[src/rtl/serial_cmp_pkg.sv]
// Shared types for the bit-serial magnitude comparator: running verdict
// encoding and receive FSM states.
package serial_cmp_pkg;

    typedef enum logic [1:0] {CMP_EQ, CMP_GT, CMP_LT} cmp_res_t;
    typedef enum logic {ST_IDLE, ST_SHIFT} scmp_state_t;

    // Verdict implied by a single differing bit-pair.
    function automatic cmp_res_t pair_verdict(input logic a_bit);
        return a_bit ? CMP_GT : CMP_LT;
    endfunction

endpackage

[src/rtl/serial_magnitude_comparator_cmp_bit_cell.sv]
// One bit-step of the serial comparison: folds a bit-pair into the running
// decision, sticky for MSB-first streams and overwriting for LSB-first.
module cmp_bit_cell
    import serial_cmp_pkg::*;
#(
    parameter int MSB_FIRST = 1
) (
    input  cmp_res_t i_dec,
    input  logic     i_a_bit,
    input  logic     i_b_bit,
    output cmp_res_t o_dec
);

    always_comb begin
        o_dec = i_dec;
        if (i_a_bit != i_b_bit) begin
            if ((MSB_FIRST == 0) || (i_dec == CMP_EQ)) begin
                o_dec = pair_verdict(i_a_bit);
            end
        end
    end

endmodule

[src/rtl/serial_magnitude_comparator.sv]
// Bit-serial unsigned magnitude comparator with sof framing; emits a
// registered one-hot EQ/GT/LT verdict with a one-cycle valid pulse.
module serial_magnitude_comparator
    import serial_cmp_pkg::*;
#(
    parameter int WIDTH     = 4,
    parameter int MSB_FIRST = 1
) (
    input  logic clk,
    input  logic rst,
    input  logic bit_valid,
    input  logic sof,
    input  logic a_bit,
    input  logic b_bit,
    output logic busy,
    output logic result_valid,
    output logic eq,
    output logic gt,
    output logic lt,
    output logic frame_err
);

    localparam int CW = $clog2(WIDTH + 1);
    localparam logic [CW-1:0] CNT_ONE  = CW'(1);
    localparam logic [CW-1:0] CNT_LAST = CW'(WIDTH);

    scmp_state_t   r_state;
    scmp_state_t   w_state_nxt;
    logic [CW-1:0] r_cnt;
    logic [CW-1:0] w_cnt_nxt;
    logic [CW-1:0] w_cnt_inc;
    cmp_res_t      r_dec;
    cmp_res_t      w_dec_nxt;
    cmp_res_t      w_cell_in;
    cmp_res_t      w_cell_out;
    logic          w_start;
    logic          w_done;
    logic          w_ferr;
    logic          w_eq;
    logic          w_gt;
    logic          w_lt;

    // A sof bit always starts from EQ, so the one cell serves both paths.
    assign w_start   = bit_valid & sof;
    assign w_cell_in = w_start ? CMP_EQ : r_dec;
    assign w_cnt_inc = r_cnt + CNT_ONE;

    cmp_bit_cell #(
        .MSB_FIRST(MSB_FIRST)
    ) u_cell (
        .i_dec  (w_cell_in),
        .i_a_bit(a_bit),
        .i_b_bit(b_bit),
        .o_dec  (w_cell_out)
    );

    always_ff @(posedge clk or posedge rst) begin
        if (rst) begin
            r_state <= ST_IDLE;
            r_cnt   <= '0;
            r_dec   <= CMP_EQ;
        end else begin
            r_state <= w_state_nxt;
            r_cnt   <= w_cnt_nxt;
            r_dec   <= w_dec_nxt;
        end
    end

    always_comb begin
        w_state_nxt = r_state;
        w_cnt_nxt   = r_cnt;
        w_dec_nxt   = r_dec;
        w_done      = 1'b0;
        w_ferr      = 1'b0;
        unique case (r_state)
            ST_IDLE: begin
                if (bit_valid) begin
                    if (sof) begin
                        w_dec_nxt = w_cell_out;
                        if (WIDTH == 1) begin
                            w_done    = 1'b1;
                            w_cnt_nxt = '0;
                        end else begin
                            w_cnt_nxt   = CNT_ONE;
                            w_state_nxt = ST_SHIFT;
                        end
                    end else begin
                        w_ferr = 1'b1;
                    end
                end
            end
            ST_SHIFT: begin
                if (bit_valid) begin
                    w_dec_nxt = w_cell_out;
                    if (sof) begin
                        // Restart on the new sof bit; partial word is dropped.
                        w_ferr    = 1'b1;
                        w_cnt_nxt = CNT_ONE;
                    end else if (w_cnt_inc == CNT_LAST) begin
                        w_done      = 1'b1;
                        w_cnt_nxt   = '0;
                        w_state_nxt = ST_IDLE;
                    end else begin
                        w_cnt_nxt = w_cnt_inc;
                    end
                end
            end
            default: begin
                w_state_nxt = ST_IDLE;
                w_cnt_nxt   = '0;
                w_dec_nxt   = CMP_EQ;
            end
        endcase
    end

    always_comb begin
        busy = (r_state == ST_SHIFT);
        w_eq = (w_dec_nxt == CMP_EQ);
        w_gt = (w_dec_nxt == CMP_GT);
        w_lt = (w_dec_nxt == CMP_LT);
    end

    always_ff @(posedge clk or posedge rst) begin
        if (rst) begin
            result_valid <= 1'b0;
            frame_err    <= 1'b0;
            eq           <= 1'b0;
            gt           <= 1'b0;
            lt           <= 1'b0;
        end else begin
            result_valid <= w_done;
            frame_err    <= w_ferr;
            if (w_done) begin
                eq <= w_eq;
                gt <= w_gt;
                lt <= w_lt;
            end
        end
    end

endmodule
[config.mk]
export PLATFORM = sky130hd
export DESIGN_NAME = serial_magnitude_comparator
export DESIGN_NICKNAME = d
export VERILOG_FILES = /design/src/rtl/serial_cmp_pkg.sv /design/src/rtl/serial_magnitude_comparator_cmp_bit_cell.sv /design/src/rtl/serial_magnitude_comparator.sv
export SDC_FILE = /design/constraint.sdc
export NUM_CORES = 1
export LEC_CHECK = 0
export ABC_CLOCK_PERIOD_IN_PS = 4500
export BUFFER_PORTS_ARGS = -buffer_cell sky130_fd_sc_hd__buf_2
export CELL_PAD_IN_SITES_DETAIL_PLACEMENT = 1
export CELL_PAD_IN_SITES_GLOBAL_PLACEMENT = 1
export CORE_MARGIN = 5
export CORE_UTILIZATION = 42
export DETAILED_ROUTE_END_ITERATION = 10
export PLACE_DENSITY = 0.77
export SYNTH_ARGS = -nofsm -noshare
export SYNTH_HDL_FRONTEND = slang
export SYNTH_SLANG_ARGS = --single-unit
[constraint.sdc]
create_clock -name clk -period 4.5 [get_ports clk]
set_clock_uncertainty 0.1 [all_clocks]
set_input_delay 0.45 -clock clk [delete_from_list [all_inputs] [get_ports clk]]
set_output_delay 0.45 -clock clk [all_outputs]
set_load 0.05 [all_outputs]
==> impl_metrics.ini, run 1 <==
[logic_synthesis]
synthSimpleGateAreaFrac_pct = 17.09
main_combinational_cell_family_by_area_after_synthesis = compound AO/OA/AOI/OAI gates
synthFlopType = sky130_fd_sc_hd__dfrtp_1
number_of_distinct_library_cell_variants_in_the_gate_level_netlist_after_synthesis = 22
most_frequent_cells_after_synthesis = sky130_fd_sc_hd__dfrtp_1, sky130_fd_sc_hd__nand2_1, sky130_fd_sc_hd__inv_1
yosysWarnings = 0
multiplexer_fraction_of_the_synthesized_cell_area_pct = 0
synth_top_cell_by_area = sky130_fd_sc_hd__dfrtp_1
synthesis.nets = 63
synth-xor-area-share_pct = 1.477
syn_area_um2 = 593.1
synth_enable_flop_cells = 0
synthTopCellsByArea = sky130_fd_sc_hd__dfrtp_1, sky130_fd_sc_hd__ha_1, sky130_fd_sc_hd__nand2_1, sky130_fd_sc_hd__o2111ai_2, sky130_fd_sc_hd__nor2b_4
postSynthCellCount = 54
postSynth.asyncResetShare_pct = 100.0
synth_compound_area_share_pct = 19.62
synth-adder-area-share_pct = 6.329
synth_sequential_area_ratio_pct = 46.41
postSynthRegisterBits = 11
postSynthAreaPerCell_um2 = 10.98
yosys.area.top_type_share_pct = 46.41
synth_most_common_cell = sky130_fd_sc_hd__dfrtp_1

[critical_path]
worst-path-stages = 1
cp_data_required_time_ns = 3.95
max_stage_delay_ns = 0.55
worst_ep_arrival_time_ns = 1.14
critPathKind = reg -> out
timing.rr.end = gt
crit_family = flip-flops
rr_startpoint = r_cnt[0]
worstPathBufferInverterCount = 1
reg2reg_slack_ns = 2.98
worst_setup_path_end_kind = output pin
worstRegToRegCells = 5
crit_path_start_kind = register
crit_path_cell_trace = buf_2
cpMaxStageDelayCell = sky130_fd_sc_hd__dfrtp_1
cp_max_fo = 11

[global_route]
grt_max_degree = 12
grt_pass1_vias = 449
grt_antenna_before_repair = 0
global_route.overflow_total = 0
grt_first_pass_wirelength_um = 2125
track_usage_pct = 14.07

[detailed_routing]
vias_per_cell = 5.222
drtIter0Drc = 8
remaining_number_of_nets_flagged_by_the_antenna_check_after_routing = 0
drt-total-wl_um = 1157
wl_per_cell_um = 14.28
detail_route.drc_violations = 0
drt_first_pass_iters = 4
dr_total_vias = 423

[sta]
max_freq_mhz = 591.6
drv_slew = 0
final_period_minus_worst_setup_slack_ns = 1.690
post-route-period-util_pct = 37.56
unrepaired_setup_endpoints_after_global_routing = false
worst_margin_slew_ns = 0.4297
timing.slew.headroom_pct = 71.32
hold_violations = 0
finalSetupViolCount = 0
totalNegativeSetupSlack_ns = 0

[pwr]
combinationalPowerShare_pct = 46.1
internal-power_w = 0.0002309
share_seq_of_total_power_pct = 37.8
power_density_nw_per_um2 = 629.8
power.net_switching_w = 0.0001883
swShare_pct = 44.92
total_leakage_power_nw = 0.3565
power.clock.fraction_pct = 16.2
vdd_drop_max_uv = 264.9

[clock_tree]
clock_tree.buffer_depth = 2
clkLatencyLatePin_ns = 0.27
postCtsSetupRepairBufs = 0
clk_transition_reported_paths_ns = 0.08
tritoncts_clock_tree = yes
tritoncts.num_buffers = 3
max_h_tree_level = 1
clk_root_buffer_cell = sky130_fd_sc_hd__clkbuf_4
post_cts_resized = 0
cts.sink_count = 11
hold_buffers = 0

[placed_design]
number_of_i_o_port_buffers = 11
weighted_congestion_reported_at_the_end_of_routability_driven_placement = 0.7794
placed_cell_area_um2 = 639.4
dp.final_hpwl_um = 882.7

[die]
die_height_um = 47.58
num_rows = 13
die_width_um = 47.58
die_area_um2 = 2263
coreArea_um2 = 1318
starting_utilization_of_the_core_area_pct = 45.01
pin_count = 12

[layout]
area_growth_pct = 12.24
antenna_cells = 0
fillerInstances = 160
num-nets-final = 76
total_area_of_multi_input_combinational_cells_um2 = 264.0
layout-drive-gt1-share_pct = 33.33
layout.area.seq_um2 = 275.3
fin_area_um2 = 665.6

[outcome]
run_status = finished clean

[flow_run]
timing.max_cap.violations = 0

[min_path]
holdCritPathClass = in -> async
-- power by group through the flow --
stage	registers, W	logic (W)	clock network [W]
CTS	0.000159	0.000197	0.0000709
global route	0.000165	0.000210	0.0000770
global placement	0.000159	0.000191	0
floorplan	0.000219	0.000102	0
finish	0.000158	0.000193	0.0000678
detailed placement	0.000161	0.000196	0
-- logic make-up (layout without fill, tap and decap cells) --
kind of cell | Yosys count | count (layout)
flops | 11 | 11
compound gates | 13 | 13
buf+inv | 10 | 22
fa+ha+maj | 3 | 3
xor+xnor | 1 | 1
simple gates | 16 | 16
-- cells in the final DEF (no fill, tap or decap), types with 2 or more instances in the layout --
cell and instances:
sky130_fd_sc_hd__a21oi_1 2, sky130_fd_sc_hd__a32o_1 2, sky130_fd_sc_hd__buf_2 11, sky130_fd_sc_hd__clkbuf_4 3, sky130_fd_sc_hd__dfrtp_1 11, sky130_fd_sc_hd__ha_1 3
sky130_fd_sc_hd__inv_1 7, sky130_fd_sc_hd__nand2_1 8, sky130_fd_sc_hd__nand3_1 2, sky130_fd_sc_hd__nor2b_4 2, sky130_fd_sc_hd__o2111ai_2 2, sky130_fd_sc_hd__o21a_1 2
-- per-layer routing --
layer  up-vias  global-route usage (%)  wire length [um]
li1        207                       -                 -
met1       201                   17.47               531
met2        13                   22.19               536
met3         2                   4.511                75
met4         0                   6.452                13
met5         -                       0                 0
-- worst max-delay path by stage --
stage          from  endpoint  slack (ns)
3_3_place_gp    sof        gt        3.01
5_1_grt        busy      busy        2.73
4_1_cts        busy      busy        2.80
3_5_place_dp    sof        gt        2.97
2_1_floorplan  busy        lt        2.89
6_report       busy      busy        2.81
-- area by class of cell --
class | instances | share of cell area [%]
Sequential cell | 11 | 41.35
Multi-Input combinational cell | 33 | 39.66
Tap cell | 15 | 2.820
Inverter | 7 | 3.947
Clock buffer | 4 | 3.947
Timing Repair Buffer | 11 | 8.271
-- metrics by stage --
step	setup slack (ns)	utilization [%]	power, W	hold slack [ns]	std cells
after global placement	3.007	48.53	0.0003506	0.3649	77
after detailed placement	2.971	48.53	0.0003569	0.3671	77
final	2.810	50.52	0.0004192	0.06143	81
after floorplan	2.887	-	0.0003217	0.2024	54
after CTS	2.800	50.52	0.0004264	0.07097	81
after global routing	2.730	50.52	0.0004519	0.1068	81
-- sequential cells by signal (all words and copies together) (netlist names) --
name          cells
lt                1
frame_err         1
gt                1
busy              1
eq                1
result_valid      1
r_dec             2
r_cnt             3
Power figures use the tool's default switching activity.
==> inputs of run 2 (changes only) <==
--- a/config.mk
+++ b/config.mk
@@ -5,14 +5,15 @@
 export SDC_FILE = /design/constraint.sdc
 export NUM_CORES = 1
 export LEC_CHECK = 0
-export ABC_CLOCK_PERIOD_IN_PS = 4500
+export ABC_CLOCK_PERIOD_IN_PS = 1450
 export BUFFER_PORTS_ARGS = -buffer_cell sky130_fd_sc_hd__buf_2
 export CELL_PAD_IN_SITES_DETAIL_PLACEMENT = 1
 export CELL_PAD_IN_SITES_GLOBAL_PLACEMENT = 1
+export CORE_ASPECT_RATIO = 1.25
 export CORE_MARGIN = 5
-export CORE_UTILIZATION = 42
+export CORE_UTILIZATION = 35
 export DETAILED_ROUTE_END_ITERATION = 10
-export PLACE_DENSITY = 0.77
+export PLACE_DENSITY = 0.69
 export SYNTH_ARGS = -nofsm -noshare
 export SYNTH_HDL_FRONTEND = slang
 export SYNTH_SLANG_ARGS = --single-unit
==> constraint.sdc (replaced) <==
create_clock -name clk -period 1.45 [get_ports clk]
set_clock_uncertainty 0.1 [all_clocks]
set_input_delay 0.145 -clock clk [delete_from_list [all_inputs] [get_ports clk]]
set_output_delay 0.145 -clock clk [all_outputs]
set_load 0.05 [all_outputs]
==> run 2 against run 1 <==
  * First-iteration DRC count fell by 100%
  * Clock-buffer cell count is the same
  * Sequential share of layout area decreased by 2.2 points
  * Die area rose by 16%
  * Global-route usage fell by 3.1 points
  * Design area up 6.0%
  * Critical path type is now reg -> reg
  * Critical endpoint is now lt
  * Largest cell class unchanged
==> impl_metrics.ini, run 2 (synthesized netlist as in run 1, its figures left out) <==
[clock_tree]
cts.sink_count = 11
tritoncts.num_buffers = 3
postCtsSetupRepairBufs = 0
max_h_tree_level = 1
clock_tree.buffer_depth = 2
clk_root_buffer_cell = sky130_fd_sc_hd__clkbuf_4
clkLatencyLatePin_ns = 0.27
clk_transition_reported_paths_ns = 0.07
tritoncts_clock_tree = yes

[global_route]
grt_max_degree = 12
track_usage_pct = 10.97
global_route.overflow_total = 0
grt_antenna_before_repair = 0
grt_first_pass_wirelength_um = 2035
grt_pass1_vias = 467

[pwr]
vdd_drop_max_uv = 789.8
total_leakage_power_nw = 0.3720
power_density_nw_per_um2 = 1901

[layout]
most_used_cells_in_the_layout_excluding_fill_and_tap_cells = sky130_fd_sc_hd__buf_2, sky130_fd_sc_hd__dfrtp_1, sky130_fd_sc_hd__nand2_1, sky130_fd_sc_hd__inv_1
antenna_cells = 0
area_growth_pct = 18.99
max_reg_flops = 3
num-nets-final = 80
layout_commonest_cell = sky130_fd_sc_hd__buf_2
max_flop_register = r_cnt
fin_area_um2 = 705.7
fin_util_pct = 44.62
layout-drive-gt1-share_pct = 38.57
largest_registers = r_cnt (3), r_dec (2)

[die]
coreArea_um2 = 1582
starting_utilization_of_the_core_area_pct = 37.50
die_width_um = 46.82
die_area_um2 = 2623
die_height_um = 56.03
pin_count = 12
num_rows = 16

[detailed_routing]
drt-total-wl_um = 1138
remaining_number_of_nets_flagged_by_the_antenna_check_after_routing = 0
vias_per_cell = 4.966
drtIter0Drc = 0
dr_total_vias = 437
detail_route.drc_violations = 0
wl_per_cell_um = 12.93
drt_first_pass_iters = 1

[sta]
worst_margin_slew_ns = 0.4189
finalSetupViolCount = 0
hold_violations = 0
unrepaired_setup_endpoints_after_global_routing = false
final_period_minus_worst_setup_slack_ns = 1.387
drv_slew = 0
max_freq_mhz = 721.1
post-route-period-util_pct = 95.64
timing.slew.headroom_pct = 72.04
fin_hold_ws_ns = 0.08323

[critical_path]
worst_ep_arrival_time_ns = 1.44
crit_path_start_kind = register
crit_family = adder cells
cp_max_fo = 4
worst_setup_path_end_kind = register
worstPathBufferInverterCount = 0
cp_data_required_time_ns = 1.51
critPathKind = reg -> reg
max_stage_delay_ns = 0.38
crit_path_cell_trace = ha_1 > ha_2 > nand2_4 > a21oi_1 > a32o_1
cpMaxStageDelayCell = sky130_fd_sc_hd__dfrtp_1

[placed_design]
dp.final_hpwl_um = 908.1
number_of_i_o_port_buffers = 11
placed_cell_area_um2 = 666.9
weighted_congestion_reported_at_the_end_of_routability_driven_placement = 0.8110

[flow_run]
timing.max_cap.violations = 0

[outcome]
run_status = finished clean

[min_path]
holdCritPathClass = in -> reg
-- run 2: cell count changes in the layout (fill, tap and decap cells not counted) --
cell	previous run	this run
sky130_fd_sc_hd__buf_4	0	3
sky130_fd_sc_hd__dfrtp_2	0	1
sky130_fd_sc_hd__dlygate4sd3_1	0	1
sky130_fd_sc_hd__ha_1	3	2
sky130_fd_sc_hd__ha_2	0	1
sky130_fd_sc_hd__dfrtp_1	11	10
-- run 2: path summary, 6_finish.rpt --
path | start | end | slack (ns) | cells past startpoint
worst max-delay path | r_cnt[0] | lt | 0.06 | 5
worst min-delay path | sof | r_cnt[1] | 0.08 | 2
worst max register to register | r_cnt[0] | lt | 0.06 | 5
worst min register to register | eq | eq | 0.38 | 2
max in group asynchronous | rst | busy | 0.63 | 3
min in group asynchronous | rst | result_valid | 0.31 | 3
-- run 2: routing by layer --
metal / up-vias / part of all wire, % / GRT usage, % / routed length [um]
met1: 208 / 44 / 14.62 / 501
met3: 4 / 5.4 / 2.913 / 61
li1: 215 / - / - / -
met5: - / 0 / 0 / 0
met2: 10 / 48 / 14.37 / 545
met4: 0 / 2.6 / 8.300 / 30
-- run 2: layout make-up --
type                            count  area, um^2
Fill cell                         182       875.8
Sequential cell                    11       276.5
Multi-Input combinational cell     33       266.5
Timing Repair Buffer               15       87.58
Clock buffer                        4       26.28
Inverter                            7       26.28
Tap cell                           18       22.52
-- run 2: metrics by stage --
step	setup TNS, ns	total power (W)	cells	setup slack, ns
2_1_floorplan	-0.1204	0.001001	54	-0.06496
3_3_place_gp	0	0.001132	83	0.05464
3_5_place_dp	0	0.001146	83	0.02974
4_1_cts	0	0.001367	88	0.01826
5_1_grt	0	0.001434	88	0.01302
6_report	0	0.001341	88	0.06328
-- run 2: power breakdown --
group	total (W)	switching (W)	internal, W
sequential	0.000469	0.0000648	0.000404
clock	0.000209	0.000102	0.000107
combinational	0.000664	0.000417	0.000247
total	0.00134	0.000584	0.000758
-- run 2: repair_timing --
action                                  in CTS  in global routing
endpoints found under the setup margin       0                  2
gates resized for setup                      0                  1
endpoints found under the hold margin       11                  0
hold buffers                                 1                  0
